`config.mk`:
```
export PLATFORM = sky130hd
export DESIGN_NAME = delay_line_prog_flat
export DESIGN_NICKNAME = d
export VERILOG_FILES = /design/src/rtl/delay_line_pkg.sv /design/src/rtl/delay_line_prog_if.sv /design/src/rtl/delay_line_ram.sv /design/src/rtl/delay_line_prog.sv /design/src/flat_wrapper.sv
export SDC_FILE = /design/constraint.sdc
export NUM_CORES = 1
export LEC_CHECK = 0
export ABC_AREA = 1
export BUFFER_PORTS_ARGS = -buffer_cell sky130_fd_sc_hd__buf_2
export CORE_ASPECT_RATIO = 1.4
export CORE_MARGIN = 8
export CORE_UTILIZATION = 35
export DETAILED_ROUTE_END_ITERATION = 10
export SYNTH_ARGS = -nofsm -noshare
export SYNTH_HDL_FRONTEND = slang
export SYNTH_HIERARCHICAL = 1
export SYNTH_SLANG_ARGS = --single-unit
export TNS_END_PERCENT = 5
```
`constraint.sdc`:
```
create_clock -name clk -period 2.2 [get_ports clk]
set_input_delay 0.22 -clock clk [delete_from_list [all_inputs] [get_ports clk]]
set_output_delay 0.22 -clock clk [all_outputs]
set_load 0.01 [all_outputs]
```
`src/rtl/delay_line_pkg.sv`:
```
// delay_line_pkg: shared width helpers and pointer arithmetic for the programmable delay line
package delay_line_pkg;

    localparam int DEFAULT_WIDTH     = 8;
    localparam int DEFAULT_MAX_DELAY = 16;

    function automatic int ptr_width(input int depth);
        return depth > 1 ? $clog2(depth) : 1;
    endfunction

    function automatic int delay_width(input int max_delay);
        return $clog2(max_delay + 1);
    endfunction

    function automatic int wrap_sub(input int a, input int b, input int m);
        return a < b ? a + m - b : a - b;
    endfunction

endpackage

```
`src/rtl/delay_line_prog_if.sv`:
```
// delay_line_prog_if: sample stream, delay programming and status signals of the delay line
interface delay_line_prog_if #(
    parameter int WIDTH     = 8,
    parameter int MAX_DELAY = 16
);
    import delay_line_pkg::*;
    localparam int DW = delay_width(MAX_DELAY);
    logic             en;
    logic [WIDTH-1:0] x;
    logic             delay_we;
    logic [DW-1:0]    delay;
    logic [WIDTH-1:0] y;
    logic             y_valid;
    logic             delay_err;
    logic [DW-1:0]    d_active;
    modport master (output en, x, delay_we, delay, input y, y_valid, delay_err, d_active);
    modport slave  (input en, x, delay_we, delay, output y, y_valid, delay_err, d_active);
endinterface

```
`src/rtl/delay_line_ram.sv`:
```
// delay_line_ram: DEPTH x WIDTH storage, synchronous write, asynchronous read, no reset
module delay_line_ram #(
    parameter int WIDTH = 8,
    parameter int DEPTH = 16,
    parameter int AW    = 4
) (
    input  logic             clk,
    input  logic             we,
    input  logic [AW-1:0]    waddr,
    input  logic [WIDTH-1:0] wdata,
    input  logic [AW-1:0]    raddr,
    output logic [WIDTH-1:0] rdata
);
    logic [WIDTH-1:0] mem [DEPTH];

    // write port; contents deliberately survive reset
    always_ff @(posedge clk)
        if (we) mem[waddr] <= wdata;

    assign rdata = mem[raddr];
endmodule

```
`src/rtl/delay_line_prog.sv`:
```
// delay_line_prog: runtime-programmable circular-buffer delay line with fill-based valid
// Optional: DELAY_LINE_PROG_ZERO_FILL_EN forces y to zero while y_valid is low (bypass excepted)
module delay_line_prog
    import delay_line_pkg::*;
#(
    parameter int WIDTH         = 8,
    parameter int MAX_DELAY     = 16,
    parameter int DEFAULT_DELAY = 4
) (
    input logic             clk,
    input logic             rst_n,
    delay_line_prog_if.slave bus
);
    localparam int PW = ptr_width(MAX_DELAY);
    localparam int DW = delay_width(MAX_DELAY);

    logic [PW-1:0]    wr_ptr;
    logic [PW-1:0]    rd_ptr;
    logic [DW-1:0]    fill;
    logic [DW-1:0]    d_active;
    logic             delay_err;
    logic [WIDTH-1:0] raw;
    logic             bypass;
    logic             valid;

    delay_line_ram #(.WIDTH(WIDTH), .DEPTH(MAX_DELAY), .AW(PW)) u_ram (
        .clk   (clk),
        .we    (bus.en),
        .waddr (wr_ptr),
        .wdata (bus.x),
        .raddr (rd_ptr),
        .rdata (raw)
    );

    // pointer advance, saturating fill, delay load with clamp; a load restarts validity only
    always_ff @(posedge clk or negedge rst_n) begin
        if (!rst_n) begin
            wr_ptr    <= '0;
            fill      <= '0;
            d_active  <= DW'(DEFAULT_DELAY);
            delay_err <= 1'b0;
        end else begin
            delay_err <= bus.delay_we && (bus.delay > DW'(MAX_DELAY));
            if (bus.en) wr_ptr <= (wr_ptr == PW'(MAX_DELAY - 1)) ? '0 : wr_ptr + PW'(1);
            if (bus.delay_we) begin
                d_active <= (bus.delay > DW'(MAX_DELAY)) ? DW'(MAX_DELAY) : bus.delay;
                fill     <= '0;
            end else if (bus.en && fill != DW'(MAX_DELAY)) begin
                fill <= fill + DW'(1);
            end
        end
    end

    // at D = MAX_DELAY the read lands on the slot about to be overwritten, which is the oldest sample
    always_comb begin
        rd_ptr = PW'(wrap_sub(int'(wr_ptr), int'(d_active), MAX_DELAY));
        bypass = d_active == '0;
        valid  = bypass || (fill >= d_active);
    end

    assign bus.y_valid   = valid;
    assign bus.delay_err = delay_err;
    assign bus.d_active  = d_active;
`ifdef DELAY_LINE_PROG_ZERO_FILL_EN
    assign bus.y = bypass ? bus.x : (valid ? raw : '0);
`else
    assign bus.y = bypass ? bus.x : raw;
`endif
endmodule

```
`src/flat_wrapper.sv`:
```
// flat-port wrapper written by rule: the top's interface ports become plain ports
module delay_line_prog_flat import delay_line_pkg::*;
#(
    parameter int WIDTH         = 8,
    parameter int MAX_DELAY     = 16,
    parameter int DEFAULT_DELAY = 4
)
  (clk, rst_n, bus_en, bus_x, bus_delay_we, bus_delay, bus_y, bus_y_valid, bus_delay_err, bus_d_active);
  delay_line_prog_if #(.WIDTH(WIDTH), .MAX_DELAY(MAX_DELAY)) bus_i ();
  input logic clk;
  input logic rst_n;
  input wire logic [$bits(bus_i.en)-1:0] bus_en;
  input wire logic [$bits(bus_i.x)-1:0] bus_x;
  input wire logic [$bits(bus_i.delay_we)-1:0] bus_delay_we;
  input wire logic [$bits(bus_i.delay)-1:0] bus_delay;
  output wire logic [$bits(bus_i.y)-1:0] bus_y;
  output wire logic [$bits(bus_i.y_valid)-1:0] bus_y_valid;
  output wire logic [$bits(bus_i.delay_err)-1:0] bus_delay_err;
  output wire logic [$bits(bus_i.d_active)-1:0] bus_d_active;
  assign bus_i.en = bus_en;
  assign bus_i.x = bus_x;
  assign bus_i.delay_we = bus_delay_we;
  assign bus_i.delay = bus_delay;
  assign bus_y = bus_i.y;
  assign bus_y_valid = bus_i.y_valid;
  assign bus_delay_err = bus_i.delay_err;
  assign bus_d_active = bus_i.d_active;
  delay_line_prog #(.WIDTH(WIDTH), .MAX_DELAY(MAX_DELAY), .DEFAULT_DELAY(DEFAULT_DELAY)) u_core (.clk(clk), .rst_n(rst_n), .bus(bus_i));
endmodule
```
==> metrics.txt, run 1 <==
# TYPE chip_impl_metric gauge
chip_impl_info{name="run_status",value="complete, but fails checks"} 1
chip_impl_info{name="failing_checks",value="negative setup slack"} 1
chip_impl_metric{name="seq_area_frac_synth",unit="%"} 61.86
chip_impl_metric{name="via_count",unit=""} 4907
chip_impl_info{name="tritoncts",value="done"} 1
chip_impl_info{name="yosys_top_cell_by_area",value="edfxtp_1"} 1
chip_impl_metric{name="synthDistinctLibCells",unit=""} 32
chip_impl_metric{name="report.power.total",unit="W"} 0.01205
chip_impl_metric{name="grtUsageTotal",unit="%"} 14.37
chip_impl_metric{name="antennaDiodeCount",unit=""} 0
chip_impl_metric{name="synth_xor_area_share",unit="%"} 0.3851
chip_impl_info{name="clockRootBuffer",value="clkbuf_16"} 1
chip_impl_metric{name="placeableCoreArea",unit="um^2"} 19140
chip_impl_metric{name="die_width",unit="um"} 134
chip_impl_metric{name="synth-compound-area-share",unit="%"} 1.981
chip_impl_metric{name="synthesis.nets",unit=""} 724
chip_impl_metric{name="global_placer_s_final_weighted_congestion",unit=""} 0.8317
chip_impl_metric{name="worst-path-max-fanout",unit=""} 5
chip_impl_metric{name="drt_iter0_drc",unit=""} 305
chip_impl_metric{name="io_pins",unit=""} 32
chip_impl_metric{name="antenna_found_initial",unit=""} 1
chip_impl_metric{name="area_growth_syn_to_layout",unit="%"} 29.86
chip_impl_metric{name="globalRoute.totalOverflow",unit=""} 0
chip_impl_metric{name="layout.nets",unit=""} 810
chip_impl_info{name="type_of_destination_of_the_critical_path",value="primary output"} 1
chip_impl_metric{name="ys_ff_latch",unit=""} 143
chip_impl_metric{name="routedWlPerCell",unit="um"} 16.90
chip_impl_info{name="grt_setup_unrepaired",value="true"} 1
chip_impl_metric{name="row_count",unit=""} 60
chip_impl_metric{name="ant_nets",unit=""} 0
chip_impl_metric{name="cap_violations",unit=""} 0
chip_impl_metric{name="tightest_slew",unit="ps"} 424.8
chip_impl_metric{name="total_clock_buffers_created_by_cts",unit=""} 17
chip_impl_info{name="path_class",value="register to primary output"} 1
chip_impl_metric{name="timing.critical_path.required",unit="ps"} 1980
chip_impl_metric{name="syn-instance-count",unit=""} 694
chip_impl_metric{name="dieHeight",unit="um"} 181.2
chip_impl_metric{name="achievable-frequency",unit="GHz"} 0.3639
chip_impl_metric{name="max_slew_violation_total_from_the_final_report",unit=""} 0
chip_impl_metric{name="yosys_warnings",unit=""} 6
chip_impl_metric{name="grt_first_pass_wirelength",unit="mm"} 26.14
chip_impl_metric{name="post_route_cells_drive_above_1_share",unit="%"} 29.38
chip_impl_metric{name="dp.final_hpwl",unit="mm"} 11.43
chip_impl_info{name="hold_crit_class",value="input port to register"} 1
chip_impl_metric{name="arithmetic_cell_share_of_the_synthesized_area_counting_full_adders_half_adders_and_majority_gates",unit="%"} 2.494
chip_impl_metric{name="clkSinkCount",unit=""} 143
chip_impl_metric{name="fin_crit",unit="ps"} 2748
chip_impl_metric{name="synthDominantCellAreaShare",unit="%"} 56.34
chip_impl_info{name="largest_cells_by_area_after_synthesis",value="edfxtp_1 56%, nand2_1 11%, nand3_1 8.1%"} 1
chip_impl_metric{name="grt_max_degree",unit=""} 36
chip_impl_metric{name="clock-skew-final",unit="ps"} 10.19
chip_impl_metric{name="ctsHtreeMaxLevel",unit=""} 4
chip_impl_metric{name="post_place_setup_slack",unit="ps"} -177.6
chip_impl_metric{name="clk_pin_slew",unit="ps"} 70
chip_impl_metric{name="final_critical_path_setup_slack",unit="ps"} -547.9
chip_impl_info{name="cp-start-kind",value="register"} 1
chip_impl_metric{name="synthMuxAreaShare",unit="%"} 0
chip_impl_metric{name="final_hold_viol_count",unit=""} 0
chip_impl_metric{name="syn_area_per_cell",unit="um^2"} 9.831
chip_impl_metric{name="insertion_delay",unit="ps"} 420
chip_impl_metric{name="irDropWorstVdd",unit="mV"} 0.6341
chip_impl_metric{name="drt_pre_antenna_iters",unit=""} 5
chip_impl_info{name="dominant_combinational_cell_family_by_area_after_synthesis",value="simple AND/OR/NAND/NOR gates"} 1
chip_impl_metric{name="number_of_global_route_vias_before_repair",unit=""} 4879
chip_impl_metric{name="detailed_route_drc_error_count",unit=""} 0
chip_impl_metric{name="cts.path.max_buffers",unit=""} 2
chip_impl_metric{name="floorplan.die_area",unit="um^2"} 24280
chip_impl_metric{name="aggregate_routed_wire_length",unit="mm"} 17.59
chip_impl_metric{name="timing.slew.headroom",unit="%"} 71.58
chip_impl_metric{name="critical_path_arrival",unit="ps"} 2530
chip_impl_metric{name="final.period_utilization",unit="%"} 124.9
chip_impl_metric{name="netlist_area",unit="um^2"} 6823
chip_impl_metric{name="final.hold.worst_slack",unit="ps"} 66.26
chip_impl_metric{name="cellLeakagePower",unit="nW"} 3.952
chip_impl_metric{name="port_buffers",unit=""} 31
chip_impl_metric{name="post_synth_and_or_nand_nor_area_fraction",unit="%"} 22.87
chip_impl_metric{name="floorplan.initialDensity",unit="%"} 35.64
chip_impl_metric{name="nFillCells",unit=""} 1796
chip_impl_metric{name="post_drt_via_cell_ratio",unit=""} 4.714
chip_impl_metric{name="setup_tns",unit="ps"} -4189
chip_impl_metric{name="power.density",unit="nW/um^2"} 1360
chip_impl_metric{name="final-setup-viol-count",unit=""} 8
==> per-stage QoR <==
stage               util, %  instance area (um^2)  instances
floorplan                 -                  6823        694
global placement      39.71                  7601        999
detailed placement    39.71                  7601        999
CTS                   43.62                  8351       1035
global route          46.28                  8860       1041
finish                46.28                  8860       1041
==> registers in the layout, indices dropped and copies added, names as in the netlist <==
register              cells
u_core/bus.d_active       5
u_core/wr_ptr             4
u_core/fill               5
u_core/u_ram/mem        128
u_core/bus.delay_err      1
==> per-layer routing <==
metal	wire, um	track usage [%]	vias up	part of all wire [%]
met2	8997	24.44	146	51
met3	971	3.720	45	5.5
met5	9	0	-	0.051
met1	6822	15.02	2296	39
li1	-	-	2418	-
met4	791	10.55	2	4.5
==> report_power, final <==
part	switching [W]	leakage, nW	internal [W]	total (W)
combinational	0.00349	2.35	0.00264	0.00613
clock	0.00118	0.256	0.00147	0.00265
sequential	0.0000660	1.35	0.00320	0.00326
total	0.00473	3.95	0.00731	0.0120
==> cell usage after synthesis, drive strengths merged <==
cell type	count
ha	12
nand3b	3
xor2	2
dfrtp	14
buf	28
dfstp	1
or2	1
nand3	112
o22ai	2
nor3	1
o21ai	14
edfxtp	128
nor2	22
inv	134
nand2	208
a21oi	3
fa	1
o21a	1
xnor2	1
nand4	6
==> cells by family (layout without fill, tap and decap cells) <==
family	count (synthesis)	in the layout
simple gates	353	353
flops	143	143
buf+inv	162	261
compound gates	20	20
fa+ha+maj	13	13
xor+xnor	3	3
==> final cells by class <==
type	count	area [um^2]	share of cell area (%)
Clock buffer	17	425.4	4.802
Clock inverter	15	127.6	1.440
Inverter	134	526.8	5.945
Multi-Input combinational cell	389	2361	26.65
Sequential cell	143	4220	47.63
Tap cell	248	310.3	3.502
Timing Repair Buffer	95	888.4	10.03
==> critical path, cell delays in order, from the launching register on <==
cell and delay [ps]:
dfrtp_1 410, ha_4 180, fa_2 560, inv_4 60, clkinv_8 90, buf_12 130, nand3_1 90, nand3_1 130
nand3_2 70, nand2_1 70, nand2_1 60, o21ai_2 90, buf_2 170
==> layout by cell type, fill, tap and decap left out, drive strengths merged, types with 12 or more instances in the layout <==
cell type	count
clkbuf	21
dfrtp	14
nand2	208
nor2	22
buf	90
ha	12
o21ai	14
edfxtp	128
nand3	112
inv	139
==> what timing repair did <==
action | CTS | global route
setup endpoints to repair | 8 | 8
gates cloned | 2 | 4
gates resized for setup | 28 | 82
hold buffers | 1 | 0
endpoints found under the hold margin | 14 | 0
buffers inserted | 1 | 2
pin swaps | 3 | 36
==> path summary, 6_finish.rpt <==
| check | from | cells after the start | to | slack (ps) |
|---|---|---|---|---|
| min in group asynchronous | rst_n | 2 | u_core/fill[3] | 230 |
| setup / recovery | u_core/bus.d_active[0] | 12 | bus_y[0] | -550 |
| setup reg to reg | u_core/wr_ptr[2] | 4 | u_core/u_ram/mem[15][3] | 600 |
| hold reg to reg | u_core/bus.d_active[4] | 1 | u_core/bus.d_active[4] | 510 |
| hold / removal | bus_x[4] | 1 | u_core/u_ram/mem[4][4] | 70 |
| max in group asynchronous | rst_n | 2 | u_core/bus.d_active[2] | 1650 |
(Power assumes the default switching activity.)
==> inputs of run 2 (changes only) <==
Settings changed: PLACE_DENSITY set to 0.47.
Clock period 2.2 ns to 3.4 ns, I/O delays scaled along.
==> run 2 against run 1 <==
Net effect:
- the flow now finishes without violations
- cell area fell by 12%
- flip-flop and latch count unchanged
- via count shrank 6.0%
- clock skew fell by 1.1 ps
==> metrics.txt, run 2 (synthesized netlist as in run 1, its figures left out) <==
# TYPE chip_impl_metric gauge
chip_impl_metric{name="irDropWorstVdd",unit="mV"} 0.3619
chip_impl_metric{name="detailed_route_drc_error_count",unit=""} 0
chip_impl_metric{name="area_growth_syn_to_layout",unit="%"} 13.74
chip_impl_info{name="hold_crit_class",value="input port to register"} 1
chip_impl_metric{name="power_report.internal_total",unit="W"} 0.004020
chip_impl_info{name="type_of_destination_of_the_critical_path",value="primary output"} 1
chip_impl_metric{name="drt_iter0_drc",unit=""} 283
chip_impl_metric{name="global_placer_s_final_weighted_congestion",unit=""} 0.8340
chip_impl_metric{name="via_count",unit=""} 4615
chip_impl_metric{name="dieHeight",unit="um"} 181.2
chip_impl_metric{name="insertion_delay",unit="ps"} 420
chip_impl_metric{name="tightest_slew",unit="ps"} 989.1
chip_impl_metric{name="layout.nets",unit=""} 752
chip_impl_info{name="grt_setup_unrepaired",value="false"} 1
chip_impl_metric{name="row_count",unit=""} 60
chip_impl_metric{name="final_hold_viol_count",unit=""} 0
chip_impl_metric{name="placed_cells",unit=""} 950
chip_impl_info{name="path_class",value="register to primary output"} 1
chip_impl_metric{name="grt_max_degree",unit=""} 65
chip_impl_metric{name="ctsHtreeMaxLevel",unit=""} 4
chip_impl_metric{name="number_of_global_route_vias_before_repair",unit=""} 4693
chip_impl_metric{name="post_cts.repair.setup_buffers",unit=""} 0
chip_impl_metric{name="clkSinkCount",unit=""} 143
chip_impl_metric{name="final-instance-count-excl-fill",unit=""} 982
chip_impl_metric{name="drt_pre_antenna_iters",unit=""} 5
chip_impl_info{name="clockRootBuffer",value="clkbuf_16"} 1
chip_impl_metric{name="cellLeakagePower",unit="nW"} 3.456
chip_impl_info{name="tritoncts",value="done"} 1
chip_impl_metric{name="timing.critical_path.required",unit="ps"} 3060
chip_impl_metric{name="timing.slew.headroom",unit="%"} 33.82
chip_impl_metric{name="port_buffers",unit=""} 31
chip_impl_metric{name="io_pins",unit=""} 32
chip_impl_metric{name="routedWlPerCell",unit="um"} 17.12
chip_impl_metric{name="cts.path.max_buffers",unit=""} 2
chip_impl_metric{name="total_clock_buffers_created_by_cts",unit=""} 17
chip_impl_info{name="cp-start-kind",value="register"} 1
chip_impl_metric{name="antenna_found_initial",unit=""} 0
chip_impl_info{name="top_library_cells_by_usage_in_the_layout_fill_and_taps_aside",value="203 x nand2_1, 128 x edfxtp_1, 127 x inv_1, 111 x nand3_1, 31 x buf_2"} 1
chip_impl_metric{name="achievable-frequency",unit="GHz"} 0.3170
chip_impl_info{name="most_frequent_standard_cell_in_the_layout_excluding_fill_and_tap_cells",value="nand2_1"} 1
chip_impl_info{name="run_status",value="completed"} 1
chip_impl_metric{name="ant_nets",unit=""} 0
chip_impl_metric{name="critical_path_arrival",unit="ps"} 2810
chip_impl_metric{name="clock-skew-final",unit="ps"} 9.103
chip_impl_metric{name="p_clk_share",unit="%"} 28.9
chip_impl_metric{name="final-setup-viol-count",unit=""} 0
chip_impl_metric{name="power.sequential.fraction",unit="%"} 33.2
chip_impl_metric{name="aggregate_routed_wire_length",unit="mm"} 16.81
chip_impl_metric{name="final.period_utilization",unit="%"} 92.78
chip_impl_metric{name="cap_violations",unit=""} 0
chip_impl_info{name="largest_register",value="u_core/u_ram/mem"} 1
chip_impl_metric{name="clk_pin_slew",unit="ps"} 60
chip_impl_metric{name="antennaDiodeCount",unit=""} 0
chip_impl_metric{name="power.density",unit="nW/um^2"} 833.9
chip_impl_metric{name="globalRoute.totalOverflow",unit=""} 0
chip_impl_metric{name="worst-path-max-fanout",unit=""} 32
chip_impl_metric{name="dp.final_hpwl",unit="mm"} 11.04
chip_impl_metric{name="die_width",unit="um"} 134
chip_impl_metric{name="fin_crit",unit="ps"} 3155
chip_impl_metric{name="setup_tns",unit="ps"} 0
chip_impl_metric{name="net-switching-power",unit="W"} 0.002451
chip_impl_metric{name="share_comb_of_total_power",unit="%"} 38.0
chip_impl_metric{name="grtUsageTotal",unit="%"} 14.49
chip_impl_metric{name="post_drt_via_cell_ratio",unit=""} 4.700
chip_impl_metric{name="placeableCoreArea",unit="um^2"} 19140
chip_impl_metric{name="floorplan.die_area",unit="um^2"} 24280
chip_impl_metric{name="max_slew_violation_total_from_the_final_report",unit=""} 0
chip_impl_metric{name="post_route_cells_drive_above_1_share",unit="%"} 12.67
chip_impl_metric{name="largest_register_ffs",unit=""} 128
chip_impl_info{name="reg_top3",value="u_core/u_ram/mem: 128 flops, u_core/bus.d_active: 5 flops, u_core/fill: 5 flops"} 1
chip_impl_metric{name="power.share.switching",unit="%"} 37.88
chip_impl_metric{name="floorplan.initialDensity",unit="%"} 35.64
chip_impl_metric{name="grt_first_pass_wirelength",unit="mm"} 26.50
## run 2: changes by cell type in the layout (fill, tap and decap cells not counted), sizes merged
| cell | change |
|---|---|
| clkinv | +4 |
| clkbuf | -4 |
| inv | -4 |
| clkinvlp | -4 |
| buf | -54 |
| bufinv | +3 |
## run 2: critical path, cell delays in order, from the launching register on
cell and delay (ps):
dfrtp_1 410, inv_1 140, ha_1 200, fa_1 410
inv_1 160, buf_8 280, nand3_1 130, nand3_1 150
nand3_1 140, nand2_1 90, nand2_1 60, o21ai_2 70
buf_2 150
## run 2: repair_timing
action | CTS | global route
gates resized for setup | 0 | 6
endpoints found under the setup margin | 0 | 8
hold buffers | 1 | 0
hold endpoints to repair | 14 | 0
## run 2: metrics by stage
step	util, %	worst slack, ps	hold WS, ps	power (W)	instance area, um^2
CTS	40.48	26.01	170.4	0.006530	7750
finish	40.54	245.3	192.1	0.006471	7760
detailed placement	37.33	489.8	277.9	0.004639	7146
global route	40.54	15.77	197.9	0.006897	7760
global placement	37.33	484.7	276.6	0.004637	7146
floorplan	-	1106	44.41	0.003856	6823
## run 2: layer usage
| metal | vias to the layer above | share of wire [%] | global-route usage (%) |
|---|---|---|---|
| met3 | 15 | 3.2 | 3.637 |
| met1 | 2232 | 43 | 16.81 |
| met5 | - | 0 | 0 |
| li1 | 2286 | - | - |
| met2 | 82 | 52 | 25.06 |
| met4 | 0 | 2.1 | 5.498 |
## run 2: path summary, 6_finish.rpt
| path | from | cells after the start | end | slack [ps] |
|---|---|---|---|---|
| setup / recovery | u_core/wr_ptr[0] | 12 | bus_y[2] | 250 |
| hold / removal | bus_delay[3] | 3 | u_core/bus.d_active[3] | 190 |
| setup reg to reg | u_core/wr_ptr[2] | 3 | u_core/u_ram/mem[2][5] | 1490 |
| hold reg to reg | u_core/bus.d_active[4] | 1 | u_core/bus.d_active[4] | 500 |
| max in group asynchronous | rst_n | 2 | u_core/bus.d_active[2] | 2720 |
| min in group asynchronous | rst_n | 2 | u_core/fill[1] | 360 |
## run 2: final cells by class
cell class / instances / area (um^2)
timing repair buffer: 37 / 235.2
fill: 1874 / 11380
clock inverter: 14 / 168.9
clock buffer: 17 / 425.4
sequential: 143 / 4220
multi-input combinational: 389 / 1892
tap: 248 / 310.3
inverter: 134 / 508.0
## run 2: power groups by stage
stage | Sequential, W | Combinational, W | Clock, W
finish | 0.00215 | 0.00246 | 0.00187
detailed placement | 0.00218 | 0.00245 | 0
CTS | 0.00215 | 0.00247 | 0.00191
floorplan | 0.00216 | 0.00169 | 0
global placement | 0.00218 | 0.00246 | 0
global route | 0.00216 | 0.00275 | 0.00199
==> inputs of run 3 (changes only) <==
Settings changed: ABC_AREA 1 to not set, CORE_ASPECT_RATIO 1.4 to 0.6, PLACE_DENSITY 0.47 to 0.48.
==> run 3 against run 2 <==
Net effect:
- hold slack worse by 39 ps
- critical path depth fell by 3
- highest routed layer unchanged
- sequential power about the same
- synthesized cell count decreased by 53%
- global-route usage decreased by 2.1 points
- maximum frequency down 2.4%
- sequential share of layout area rose by 4.8 points
- cell area fell by 8.1%
- area after synthesis fell by 12%
- clock skew increased by 0.67 ps
- setup slack worse by 77 ps
==> metrics.txt, run 3 <==
# TYPE chip_impl_metric gauge
chip_impl_info{name="run_status",value="completed"} 1
chip_impl_metric{name="critical_path_arrival",unit="ps"} 2890
chip_impl_metric{name="irDropWorstVdd",unit="mV"} 0.3345
chip_impl_info{name="hold_crit_class",value="input port to register"} 1
chip_impl_metric{name="ant_nets",unit=""} 0
chip_impl_info{name="topmost_layer_with_routed_signal_wires",value="met4"} 1
chip_impl_metric{name="post_place_setup_slack",unit="ps"} 450.3
chip_impl_metric{name="net-switching-power",unit="W"} 0.001850
chip_impl_info{name="clockRootBuffer",value="clkbuf_16"} 1
chip_impl_metric{name="global_placer_s_final_weighted_congestion",unit=""} 0.7594
chip_impl_info{name="reg_top3",value="u_core/u_ram/mem: 128 flops, u_core/bus.d_active: 5 flops, u_core/fill: 5 flops"} 1
chip_impl_info{name="crit_slowest_cell",value="fa_1"} 1
chip_impl_metric{name="dp.final_hpwl",unit="mm"} 8.783
chip_impl_metric{name="syn_area_per_cell",unit="um^2"} 18.57
chip_impl_metric{name="timing.critical_path.required",unit="ps"} 3060
chip_impl_metric{name="p_clk_share",unit="%"} 30.0
chip_impl_metric{name="yosys_warnings",unit=""} 6
chip_impl_metric{name="worst-path-buf-inv",unit=""} 3
chip_impl_metric{name="antennaDiodeCount",unit=""} 0
chip_impl_metric{name="slowest_delay",unit="ps"} 450
chip_impl_metric{name="post_cts.repair.setup_buffers",unit=""} 0
chip_impl_metric{name="post_drt_via_cell_ratio",unit=""} 4.915
chip_impl_metric{name="wirelength_met1",unit="mm"} 6.704
chip_impl_info{name="hold_end",value="u_core/bus.d_active[2]"} 1
chip_impl_metric{name="tightest_slew",unit="ps"} 1023
chip_impl_metric{name="clkSinkCount",unit=""} 143
chip_impl_metric{name="io_pins",unit=""} 32
chip_impl_metric{name="placeableCoreArea",unit="um^2"} 16990
chip_impl_metric{name="synthDistinctLibCells",unit=""} 39
chip_impl_metric{name="area_growth_syn_to_layout",unit="%"} 18.59
chip_impl_info{name="cp-start-kind",value="register"} 1
chip_impl_info{name="path_delay_family",value="adder cells"} 1
chip_impl_metric{name="power.share.switching",unit="%"} 31.30
chip_impl_metric{name="row_count",unit=""} 37
chip_impl_info{name="tritoncts",value="done"} 1
chip_impl_metric{name="power_report.internal_total",unit="W"} 0.004062
chip_impl_metric{name="dieHeight",unit="um"} 117.6
chip_impl_info{name="grt_setup_unrepaired",value="true"} 1
chip_impl_info{name="yosys.cell_count.top_type",value="edfxtp_1"} 1
chip_impl_metric{name="clk_pin_slew",unit="ps"} 60
chip_impl_metric{name="fin_util",unit="%"} 41.99
chip_impl_metric{name="hold_depth",unit=""} 2
chip_impl_info{name="top_library_cells_by_usage_in_the_layout_fill_and_taps_aside",value="128 x edfxtp_1, 31 x buf_2, 20 x nand2_1, 19 x mux4_2, 18 x clkbuf_16"} 1
chip_impl_metric{name="fin_crit",unit="ps"} 3231
chip_impl_metric{name="final.period_utilization",unit="%"} 95.04
chip_impl_metric{name="setup_tns",unit="ps"} 0
chip_impl_info{name="type_of_destination_of_the_critical_path",value="primary output"} 1
chip_impl_metric{name="floorplan.initialDensity",unit="%"} 35.41
chip_impl_info{name="hold_path.startpoint",value="bus_delay[4]"} 1
chip_impl_metric{name="total_clock_buffers_created_by_cts",unit=""} 17
chip_impl_metric{name="max_slew_violation_total_from_the_final_report",unit=""} 0
chip_impl_metric{name="layout.nets",unit=""} 408
chip_impl_info{name="yosys-top-cells-count",value="128 x edfxtp_1, 20 x nand2_1, 18 x mux4_2, 18 x nor2_1, 16 x a22oi_1"} 1
chip_impl_metric{name="antenna_found_initial",unit=""} 0
chip_impl_metric{name="final-setup-viol-count",unit=""} 0
chip_impl_metric{name="timing.reg2reg.worst_path_depth",unit=""} 3
chip_impl_metric{name="ctsHtreeMaxLevel",unit=""} 4
chip_impl_metric{name="power.sequential.fraction",unit="%"} 36.1
chip_impl_info{name="synthFlopType",value="edfxtp_1"} 1
chip_impl_metric{name="via_count",unit=""} 3067
chip_impl_info{name="largest_cells_by_area_after_synthesis",value="edfxtp_1 64%, mux4_2 6.7%, mux4_1 6.1%"} 1
chip_impl_metric{name="cts.path.max_buffers",unit=""} 2
chip_impl_metric{name="multi_input_area",unit="um^2"} 1684
chip_impl_info{name="critical_path.reg2reg.endpoint",value="u_core/u_ram/mem[2][3]"} 1
chip_impl_metric{name="netlist_area",unit="um^2"} 6016
chip_impl_metric{name="largest_register_ffs",unit=""} 128
chip_impl_info{name="path_class",value="register to primary output"} 1
chip_impl_metric{name="drt_pre_antenna_iters",unit=""} 4
chip_impl_metric{name="clock-skew-final",unit="ps"} 9.776
chip_impl_metric{name="insertion_delay",unit="ps"} 410
chip_impl_metric{name="share_comb_of_total_power",unit="%"} 33.9
chip_impl_metric{name="timing.slew.headroom",unit="%"} 31.57
chip_impl_metric{name="met2RoutedLength",unit="mm"} 5.539
chip_impl_metric{name="count_of_flip_flops_with_a_built_in_enable_after_synthesis",unit=""} 128
chip_impl_metric{name="syn-instance-count",unit=""} 324
chip_impl_metric{name="synthDominantCellAreaShare",unit="%"} 63.89
chip_impl_metric{name="ys_ff_latch",unit=""} 143
chip_impl_metric{name="register_area",unit="um^2"} 4220
chip_impl_info{name="reg2reg_from",value="u_core/wr_ptr[2]"} 1
chip_impl_metric{name="detailed_route_drc_error_count",unit=""} 0
chip_impl_info{name="yosys_top_cell_by_area",value="edfxtp_1"} 1
chip_impl_metric{name="aggregate_routed_wire_length",unit="mm"} 13.05
chip_impl_metric{name="wl_met3",unit="um"} 704
chip_impl_metric{name="port_buffers",unit=""} 31
chip_impl_metric{name="final_hold_viol_count",unit=""} 0
chip_impl_metric{name="cap_violations",unit=""} 0
chip_impl_metric{name="routedWlPerCell",unit="um"} 20.91
chip_impl_metric{name="die_width",unit="um"} 185.3
chip_impl_metric{name="globalRoute.totalOverflow",unit=""} 0
chip_impl_metric{name="nFillCells",unit=""} 1548
chip_impl_info{name="largest_register",value="u_core/u_ram/mem"} 1
chip_impl_metric{name="cellLeakagePower",unit="nW"} 2.501
chip_impl_info{name="most_frequent_standard_cell_in_the_layout_excluding_fill_and_tap_cells",value="edfxtp_1"} 1
chip_impl_metric{name="drt_iter0_drc",unit=""} 183
chip_impl_metric{name="number_of_global_route_vias_before_repair",unit=""} 3165
chip_impl_metric{name="power.density",unit="nW/um^2"} 828.7
chip_impl_metric{name="post_route_cells_drive_above_1_share",unit="%"} 30.77
chip_impl_metric{name="final_critical_path_setup_slack",unit="ps"} 168.6
chip_impl_metric{name="achievable-frequency",unit="GHz"} 0.3095
chip_impl_metric{name="worst-path-max-fanout",unit=""} 16
chip_impl_metric{name="seq_area_frac_synth",unit="%"} 70.15
chip_impl_metric{name="floorplan.die_area",unit="um^2"} 21780
chip_impl_metric{name="grtUsageTotal",unit="%"} 12.36
chip_impl_metric{name="ff2ff_setup_slack",unit="ps"} 1290
chip_impl_metric{name="grt_first_pass_wirelength",unit="mm"} 19.70
chip_impl_metric{name="synthesis.nets",unit=""} 354
chip_impl_metric{name="final.hold.worst_slack",unit="ps"} 153.3
chip_impl_info{name="critical_path.cell_chain",value="ha_1 > fa_1 > inv_2 > buf_12 > mux4_1 > a22oi_1 > nand2_1 > mux2_2 > buf_2"} 1
chip_impl_metric{name="async_flop_share",unit="%"} 10.49
chip_impl_metric{name="grt_max_degree",unit=""} 33
==> run 3: cell types whose count changed in the layout (fill, tap and decap cells not counted), moves of 9 or more <==
cell / before / now
mux4_1: 0 / 13
mux4_2: 0 / 19
a22oi_1: 0 / 12
buf_4: 2 / 13
inv_1: 127 / 9
mux2_2: 0 / 9
nand3_1: 111 / 3
nand2_1: 203 / 20
==> run 3: worst register-to-register path, delay by kind of cell, from the launching register on <==
| kind | cells | cell delay [ps] |
|---|---|---|
| AND/OR/NAND/NOR | 2 | 1060 |
| flip-flops | 1 | 470 |
| buffers and inverters | 1 | 280 |
==> run 3: cell type report <==
type,count,share of cell area [%]
clock buffer,17,5.963
clock inverter,14,1.999
multi-input combinational,157,23.61
timing repair buffer,48,4.595
sequential,143,59.15
inverter,11,0.5787
tap,234,4.104
==> run 3: how the worst max path moves through the flow <==
stage,from,to,cells past startpoint
detailed placement,u_core/bus.d_active[2],bus_y[4],10
global route,u_core/bus.d_active[2],bus_y[3],11
CTS,u_core/bus.d_active[2],bus_y[2],11
floorplan,u_core/bus.d_active[2],bus_y[0],10
finish,u_core/bus.d_active[0],bus_y[1],9
global placement,u_core/bus.d_active[2],bus_y[6],10
==> run 3: stage by stage <==
step / std cells / cell area [um^2] / power [W]
CTS: 623 / 7082 / 0.005864
finish: 624 / 7134 / 0.005912
detailed placement: 591 / 6502 / 0.004069
global route: 624 / 7134 / 0.006224
floorplan: 324 / 6016 / 0.003424
global placement: 591 / 6502 / 0.004067
==> run 3: logic make-up (layout without fill, tap and decap cells) <==
| kind of cell | Yosys count | count (layout) | synth area share, % |
|---|---|---|---|
| adders and majority gates | 13 | 13 | 2.829 |
| buffers and inverters | 24 | 90 | 2.330 |
| AOI/OAI and AO/OA | 32 | 32 | 3.723 |
| xor gates and xnor gates | 5 | 5 | 0.7281 |
| and+or+nand+nor | 65 | 65 | 5.533 |
| muxes | 42 | 42 | 14.70 |
| DFF | 143 | 143 | 70.15 |
==> run 3: power by group through the flow <==
stage	sequential (W)	clock, W	combinational, W
2_1_floorplan	0.00217	0	0.00126
3_3_place_gp	0.00217	0	0.00190
3_5_place_dp	0.00217	0	0.00190
4_1_cts	0.00213	0.00181	0.00191
5_1_grt	0.00215	0.00188	0.00219
6_report	0.00214	0.00177	0.00200
==> run 3: metal layers <==
layer  up-vias  global-route usage, %
met3        11                  3.175
met1      1559                  18.92
met5         -                      0
met4         0                  4.183
li1       1421                      -
met2        76                  16.47
==> run 3: timing repair <==
item | 4_1_cts | 5_1_grt
gates resized for setup | 1 | 9
cloned | 0 | 1
hold buffers | 1 | 0
endpoints found under the setup margin | 4 | 8
hold endpoints to repair | 14 | 0
